==> src/rtl/countdown_timer_core_if.sv <==
// Control inputs and count/status outputs of the countdown timer core.
// Latency: none (wiring only). Backpressure: none; all signals are levels or single-cycle pulses.
// The master drives controls and observes status; the slave is the timer core.
interface countdown_timer_core_if #(
    parameter int MIN_W = 7
);
    logic             tick;
    logic             load;
    logic [MIN_W-1:0] load_min;
    logic [5:0]       load_sec;
    logic             start;
    logic             stop;
    logic             hold;
    logic             auto_reload;
    logic [MIN_W-1:0] Qm;
    logic [5:0]       Qs;
    logic             running;
    logic             paused;
    logic             done;
    logic             expired;
    logic             warn;

    modport master (
        output tick, load, load_min, load_sec, start, stop, hold, auto_reload,
        input  Qm, Qs, running, paused, done, expired, warn
    );

    modport slave (
        input  tick, load, load_min, load_sec, start, stop, hold, auto_reload,
        output Qm, Qs, running, paused, done, expired, warn
    );
endinterface

==> src/rtl/countdown_timer_core.sv <==
// Minutes/seconds countdown timer with load, start/stop, hold freeze, auto-reload and low-time warning.
// Latency: count, load and control take effect one CLK after the qualifying input; expired is registered.
// Backpressure: none; tick is a one-cycle enable and ticks arriving with load or stop are dropped.
module countdown_timer_core #(
    parameter int MIN_W    = 7,
    parameter int MAX_MIN  = 99,
    parameter int WARN_SEC = 10
) (
    input  logic CLK,
    input  logic RST,
    countdown_timer_core_if.slave bus
);
    typedef enum logic [1:0] {
        IDLE  = 2'd0,
        RUN   = 2'd1,
        PAUSE = 2'd2,
        DONE  = 2'd3
    } state_t;

    localparam logic [MIN_W-1:0] MAX_MIN_V = MIN_W'(MAX_MIN);
    localparam logic [5:0]       WARN_V    = 6'(WARN_SEC);

    state_t           state, state_n;
    logic [MIN_W-1:0] qm, qm_n, rl_m, rl_m_n;
    logic [5:0]       qs, qs_n, rl_s, rl_s_n;
    logic             expired_q, expired_n;

    logic [MIN_W-1:0] sat_min;
    logic [5:0]       sat_sec;
    logic             count_zero;
    logic             reload_zero;

    assign sat_min     = (bus.load_min > MAX_MIN_V) ? MAX_MIN_V : bus.load_min;
    assign sat_sec     = (bus.load_sec > 6'd59) ? 6'd59 : bus.load_sec;
    assign count_zero  = (qm == '0) && (qs == 6'd0);
    assign reload_zero = (rl_m == '0) && (rl_s == 6'd0);

    always_ff @(posedge CLK or posedge RST) begin
        if (RST) begin
            state     <= IDLE;
            qm        <= '0;
            qs        <= 6'd0;
            rl_m      <= '0;
            rl_s      <= 6'd0;
            expired_q <= 1'b0;
        end else begin
            state     <= state_n;
            qm        <= qm_n;
            qs        <= qs_n;
            rl_m      <= rl_m_n;
            rl_s      <= rl_s_n;
            expired_q <= expired_n;
        end
    end

    always_comb begin
        state_n   = state;
        qm_n      = qm;
        qs_n      = qs;
        rl_m_n    = rl_m;
        rl_s_n    = rl_s;
        expired_n = 1'b0;

        if (bus.load) begin
            qm_n    = sat_min;
            qs_n    = sat_sec;
            rl_m_n  = sat_min;
            rl_s_n  = sat_sec;
            state_n = IDLE;
        end else if (bus.start && (state != RUN)) begin
            // start in RUN is a no-op, so stop/decrement below still get their turn
            if (state == DONE) begin
                qm_n    = rl_m;
                qs_n    = rl_s;
                state_n = reload_zero ? DONE : RUN;
            end else if (!count_zero) begin
                state_n = RUN;
            end
        end else if (bus.stop) begin
            if (state == RUN)
                state_n = PAUSE;
        end else if ((state == RUN) && bus.tick && !bus.hold) begin
            if ((qm == '0) && (qs == 6'd1)) begin
                expired_n = 1'b1;
                if (bus.auto_reload) begin
                    qm_n = rl_m;
                    qs_n = rl_s;
                end else begin
                    qm_n    = '0;
                    qs_n    = 6'd0;
                    state_n = DONE;
                end
            end else if (qs != 6'd0) begin
                qs_n = qs - 6'd1;
            end else if (qm != '0) begin
                qs_n = 6'd59;
                qm_n = qm - MIN_W'(1);
            end
        end
    end

    assign bus.Qm      = qm;
    assign bus.Qs      = qs;
    assign bus.running = (state == RUN);
    assign bus.paused  = (state == PAUSE);
    assign bus.done    = (state == DONE);
    assign bus.expired = expired_q;
    assign bus.warn    = (state == RUN) && (qm == '0) && (qs <= WARN_V) && (qs != 6'd0);
endmodule

==> src/flat_wrapper.sv <==
// flat-port wrapper written by rule: the top's interface ports become plain ports
module countdown_timer_core_flat 
#(
    parameter int MIN_W    = 7,
    parameter int MAX_MIN  = 99,
    parameter int WARN_SEC = 10
)
  (CLK, RST, bus_tick, bus_load, bus_load_min, bus_load_sec, bus_start, bus_stop, bus_hold, bus_auto_reload, bus_Qm, bus_Qs, bus_running, bus_paused, bus_done, bus_expired, bus_warn);
  countdown_timer_core_if #(.MIN_W(MIN_W)) bus_i ();
  input  logic CLK;
  input  logic RST;
  input wire logic [$bits(bus_i.tick)-1:0] bus_tick;
  input wire logic [$bits(bus_i.load)-1:0] bus_load;
  input wire logic [$bits(bus_i.load_min)-1:0] bus_load_min;
  input wire logic [$bits(bus_i.load_sec)-1:0] bus_load_sec;
  input wire logic [$bits(bus_i.start)-1:0] bus_start;
  input wire logic [$bits(bus_i.stop)-1:0] bus_stop;
  input wire logic [$bits(bus_i.hold)-1:0] bus_hold;
  input wire logic [$bits(bus_i.auto_reload)-1:0] bus_auto_reload;
  output wire logic [$bits(bus_i.Qm)-1:0] bus_Qm;
  output wire logic [$bits(bus_i.Qs)-1:0] bus_Qs;
  output wire logic [$bits(bus_i.running)-1:0] bus_running;
  output wire logic [$bits(bus_i.paused)-1:0] bus_paused;
  output wire logic [$bits(bus_i.done)-1:0] bus_done;
  output wire logic [$bits(bus_i.expired)-1:0] bus_expired;
  output wire logic [$bits(bus_i.warn)-1:0] bus_warn;
  assign bus_i.tick = bus_tick;
  assign bus_i.load = bus_load;
  assign bus_i.load_min = bus_load_min;
  assign bus_i.load_sec = bus_load_sec;
  assign bus_i.start = bus_start;
  assign bus_i.stop = bus_stop;
  assign bus_i.hold = bus_hold;
  assign bus_i.auto_reload = bus_auto_reload;
  assign bus_Qm = bus_i.Qm;
  assign bus_Qs = bus_i.Qs;
  assign bus_running = bus_i.running;
  assign bus_paused = bus_i.paused;
  assign bus_done = bus_i.done;
  assign bus_expired = bus_i.expired;
  assign bus_warn = bus_i.warn;
  countdown_timer_core #(.MIN_W(MIN_W), .MAX_MIN(MAX_MIN), .WARN_SEC(WARN_SEC)) u_core (.CLK(CLK), .RST(RST), .bus(bus_i));
endmodule
==> config.mk <==
export PLATFORM = sky130hd
export DESIGN_NAME = countdown_timer_core_flat
export DESIGN_NICKNAME = d
export VERILOG_FILES = /design/src/rtl/countdown_timer_core_if.sv /design/src/rtl/countdown_timer_core.sv /design/src/flat_wrapper.sv
export SDC_FILE = /design/constraint.sdc
export NUM_CORES = 1
export LEC_CHECK = 0
export ABC_AREA = 1
export CORE_MARGIN = 2
export CORE_UTILIZATION = 45
export CTS_BUF_LIST = sky130_fd_sc_hd__clkbuf_2 sky130_fd_sc_hd__clkbuf_4 sky130_fd_sc_hd__clkbuf_8
export CTS_CLUSTER_DIAMETER = 120
export DETAILED_ROUTE_END_ITERATION = 10
export HOLD_SLACK_MARGIN = 0.06
export PLACE_DENSITY_LB_ADDON = 0.08
export SLEW_MARGIN = 25
export SYNTH_ARGS = -nofsm -noshare
export SYNTH_HDL_FRONTEND = slang
export SYNTH_SLANG_ARGS = --single-unit
==> constraint.sdc <==
create_clock -name CLK -period 4.4 [get_ports CLK]
set_input_delay 1.32 -clock CLK [delete_from_list [all_inputs] [get_ports CLK]]
set_output_delay 1.32 -clock CLK [all_outputs]
set_load 0.01 [all_outputs]
=== Yosys cells after proc, flatten, opt, wreduce, memory -nomap -nowiden ===
Index checks and enable logic that the tools add are counted.

* $lt $le $gt $ge: 3
* Reductions and logical operators: 24
* Eq/ne operators: 11
* Add/sub/neg operators: 2
* Muxes and demuxes: 35

{| class="wikitable"
|+ Operators with widths
! cell !! number
|-
| 2-to-1 mux 7 bit || 10
|-
| 2-to-1 mux 6 bit || 10
|-
| 2-to-1 mux 2 bit || 10
|-
| zero test 7 bit || 2
|-
| zero test 6 bit || 2
|-
| nonzero test 4 bit || 3
|-
| AND reduction 5 bit || 2
|-
| logical AND 1 bit || 9
|-
| != test 4 x 2 -> 1 bit (second input constant) || 2
|-
| > comparator 7 bit (second input constant) || 1
|-
| nonzero test 7 bit || 1
|-
| subtractor 7 x 1 -> 7 bit (second input constant) || 1
|-
| equality test 6 x 1 -> 1 bit (second input constant) || 1
|-
| > comparator 6 bit (second input constant) || 1
|-
| less-or-equal comparator 6 x 4 -> 1 bit (second input constant) || 1
|-
| nonzero test 6 bit || 1
|-
| subtractor 6 x 1 -> 6 bit (second input constant) || 1
|-
| 2-to-1 mux 1 bit || 5
|-
| nonzero test 5 bit || 1
|-
| equality test 2 bit (second input constant) || 2
|-
| != test 4 x 3 -> 1 bit (second input constant) || 1
|-
| != test 4 bit (second input constant) || 1
|-
| AND reduction 4 bit || 1
|-
| != test 3 x 2 -> 1 bit (second input constant) || 1
|-
| 5 further kinds || 5
|}

* Register bits: 29
* Input port bits: 21
* Logic and storage cells: 81
* Output and inout bits: 18

=== Logic depth before layout (Yosys ltp) ===
* Depth after elaboration: 8
* Gate-level depth with buffers: 11
* Gate-level depth less buffers: 11

=== Worst setup path before layout ===
Ideal clock, no wire load.

* Path type: flip-flop to output port
* Start point: register u_core.qm[0], in the netlist u_core.bus.Qm[0]
* End point: output port bus_warn
* Required time: 3.080 ns
* Cell stages (with the launch flop): 7
* Buffers on the path: 0
* Path slack: 1.705 ns
* Data arrival time: 1.375 ns
* Cells stage by stage: dfrtp_1 inv_1 ha_1 nand2_2 inv_1 nand2_1 a311oi_1

* Longest elaborated chain between the ends: 4

{| class="wikitable"
|+ RTL lines
! element !! line !! text
|-
| start, declared || countdown_timer_core.sv:24 || <nowiki>logic [MIN_W-1:0] qm, qm_n, rl_m, rl_m_n;</nowiki>
|-
| start signal, assigned || countdown_timer_core.sv:48 || <nowiki>qm <= qm_n;</nowiki>
|-
| zero test 7 bit || countdown_timer_core.sv:108 || <nowiki>assign bus.warn = (state == RUN) && (qm == '0) && (qs <= WARN_V) && (qs != 6'd0);</nowiki>
|-
| logical AND 1 bit (3 in a row) || countdown_timer_core.sv:108 ||
|-
| end, declared || flat_wrapper.sv:26 || <nowiki>output wire logic [$bits(bus_i.warn)-1:0] bus_warn;</nowiki>
|}

Every way passes these cells.

=== Worst setup path in the final report ===
Same ends and word-level chain as after synthesis.

==> summary.txt <==
Die
  • Die footprint: 4869 sq um
  • Die Y: 69.78 microns
  • I/O Pins: 39
  • FP Rows: 23
  • Die Wd: 69.78 microns
  • Initial Utilization: 47.64%
  • Core ar.: 4086 sq um

Critical path
  • Critical-path cell list: inv_1, ha_1, nand2_2, inv_1, nand2_1, a311oi_1, clkdlybuf4s50_1
  • CP peak stage delay: 0.58 ns
  • Worst path required time: 3.08 ns
  • Most used cell, CP: inv_1
  • Crit path launch type: flip-flop
  • Cells on worst reg2reg path: 9
  • CP arrival: 2.20 ns
  • R2r startpoint: u_core.bus.Qm[0]
  • Crit path max fanout: 4
  • Slowest cell on crit path: clkdlybuf4s50_1
  • Critical Path End Type: primary output
  • Crit path kind: flip-flop to primary output
  • Reg2reg setup slack: 2.69 ns
  • RR Endpoint: u_core.bus.Qm[4]

Routing
  • Post-detailed-route wirelength per cell: 12.69 microns
  • Pre-antenna DRT Iters: 4
  • Post-route DRC: 0
  • Post-route ant nets: 0
  • WL final: 4772 microns
  • Iteration-0 DRC Markers: 98
  • Vias per inst: 5.186
  • Detailed-route via count: 1950

Final layout
  • Number of diodes: 0
  • Final net count: 351
  • Fill count: 408
  • Layout cells sized above 1: 9.509%
  • Area growth syn-to-layout: 26.54%
  • Fin util: 60.29%

Clock tree
  • Cts hold-fix bufs: 0
  • TritonCTS clock tree: built
  • CTS Buf Count: 5
  • Worst skew pair latency: 0.28 ns
  • Sink Count: 29
  • Post CTS Setup Buffer Count: 0
  • Clk slew on worst S/H paths: 0.06 ns
  • Clk buf depth: 2
  • H-tree level count: 2
  • Post-CTS Resized: 0
  • CTS root buf: clkbuf_8

GRT
  • GRT Total Usage: 20.94%
  • First-pass GRT wire length: 8238 microns
  • Largest net degree at the start of global routing: 37
  • Initial antenna violation count: 0
  • Vias in the first global route: 1832
  • GRT overflow: 0

Hold path
  • Hold-critical path depth: 2
  • HP Start: u_core.state[1]
  • Worst Hold Path EP: u_core.state[1]
  • Hold Crit Class: flip-flop to flip-flop

Timing
  • Max-slew violation count: 0
  • Setup TNS Final: 0 ns
  • Skew final: 0.004091 ns
  • Fin crit period: 3.515 ns
  • PnR worst setup slack: 0.8847 ns
  • RSZ-0062 raised after global routing: false
  • Final setup viols: 0
  • Min Hold Slack: 0.5106 ns
  • Least-Margin Pin Slew: 0.4362 ns
  • Crit share post-route: 79.89%
  • Slew headroom: 70.92%
  • Final hold viol count: 0
  • Maximum clock frequency: 284.5 MHz

Logic synthesis
  • Mapped Cells: 284
  • Async SR Flop Fraction: 100.0%
  • Unique masters post-synth: 28
  • Yosys top cell area share: 37.28%
  • Area leader, netlist: dfrtp_1
  • Syn nets: 310
  • Primary FF master, synth: dfrtp_1
  • FF+latch count, synth: 29
  • Dominant cells by area after synthesis: dfrtp_1, nand2_1, nand3_1
  • Most common cell in the netlist: nand2_1
  • Total number of yosys warnings: 0
  • Avg Inst Size Synth: 6.855 sq um
  • EDFF count, synth: 0
  • Top cells by instance count after synthesis: nand2_1, inv_1, nand3_1, dfrtp_1, nor2_1
  • Syn Std Cell Area: 1947 sq um
  • Sequential-to-total area share from yosys stat: 37.28%

Power and ir drop
  • LEAKAGE: 1.280 nW
  • Net Sw Frac: 39.67%
  • Power per cell area: 456.4 nW/um^2
  • Gate power share: 44.4%
  • Sequential share of power: 35.2%
  • Peak VDD IR: 234.4 uV
  • Psw: 446.1 uW
  • Clock share of power: 20.4%
  • Int Pwr: 678.3 uW

Placed design
  • Final GP Congestion: 0.8668
  • # port buffers: 38
  • Pre-CTS setup slack: 1.149 ns
  • HPWL after detailed placement: 3735 microns

Job
  • Max-Cap Viols: 0

Run status
  • Status: completed
-- logic make-up after synthesis --
| logic type | count (synthesis) | synth area share [%] |
|---|---|---|
| simple gates | 175 | 41.20 |
| buf+inv | 45 | 9.190 |
| flops | 29 | 37.28 |
| compound gates | 25 | 6.877 |
| xor+xnor | 5 | 2.250 |
| fa+ha+maj | 5 | 3.213 |
-- cell type report --
class | instances | area, sq um | area share [%]
multi-input combinational | 210 | 1042 | 42.31
timing repair buffer | 40 | 395.4 | 16.05
tap | 50 | 62.56 | 2.539
sequential | 29 | 725.7 | 29.46
clock buffer | 8 | 91.34 | 3.707
inverter | 39 | 146.4 | 5.942
-- per-layer routing --
| metal | vias to the layer above | GRT usage [%] | part of all wire, % |
|---|---|---|---|
| li1 | 987 | - | - |
| met1 | 912 | 26.11 | 46 |
| met2 | 44 | 35.98 | 48 |
| met3 | 7 | 4.215 | 4.5 |
| met4 | 0 | 7.051 | 1.8 |
| met5 | - | 0 | 0 |
-- registers in the layout, indices dropped and copies added, names as in the netlist --
register / flops
u_core.bus.Qm: 7
u_core.bus.Qs: 6
u_core.rl_s: 6
u_core.state: 2
u_core.bus.expired: 1
u_core.rl_m: 7
-- layout by cell type, fill, tap and decap left out, types with 7 or more instances in the layout --
master | synthesis | layout
clkdlybuf4s50_1 | 0 | 38
dfrtp_1 | 29 | 29
inv_1 | 36 | 36
nand2_1 | 86 | 86
nand2_2 | 7 | 7
nand3_1 | 36 | 36
nand4_1 | 8 | 8
nor2_1 | 25 | 25
o21ai_0 | 16 | 16
-- worst max path at each step --
stage / from / end
floorplan: u_core.bus.Qm[0] / bus_warn
finish: u_core.bus.Qm[0] / bus_warn
CTS: u_core.bus.Qm[0] / bus_warn
global placement: u_core.bus.Qs[0] / bus_warn
detailed placement: u_core.bus.Qm[0] / bus_warn
global route: u_core.bus.Qs[0] / bus_warn
-- metrics by stage --
step	area, sq um	total power, mW	instances
global route	2464	1.211	376
floorplan	1947	0.7087	284
CTS	2464	1.132	376
finish	2464	1.124	376
detailed placement	2372	0.8998	368
global placement	2372	0.8954	368
-- critical path: cells and delay by family, from the launching register on --
kind                     cells  cell delay [ns]
flip-flops                   1             0.40
adder cells (fa/ha/maj)      1             0.23
buffers and inverters        3             0.79
AO/OA/AOI/OAI                1             0.27
AND/OR/NAND/NOR              2             0.22
-- power by group through the flow --
stage,registers (mW),logic (mW),clock network [mW]
after floorplan,0.406,0.303,0
after global placement,0.397,0.498,0
after detailed placement,0.399,0.501,0
after CTS,0.396,0.503,0.233
after global routing,0.405,0.560,0.246
final,0.396,0.499,0.229
No activity file was read; power rests on OpenSTA's default activity.
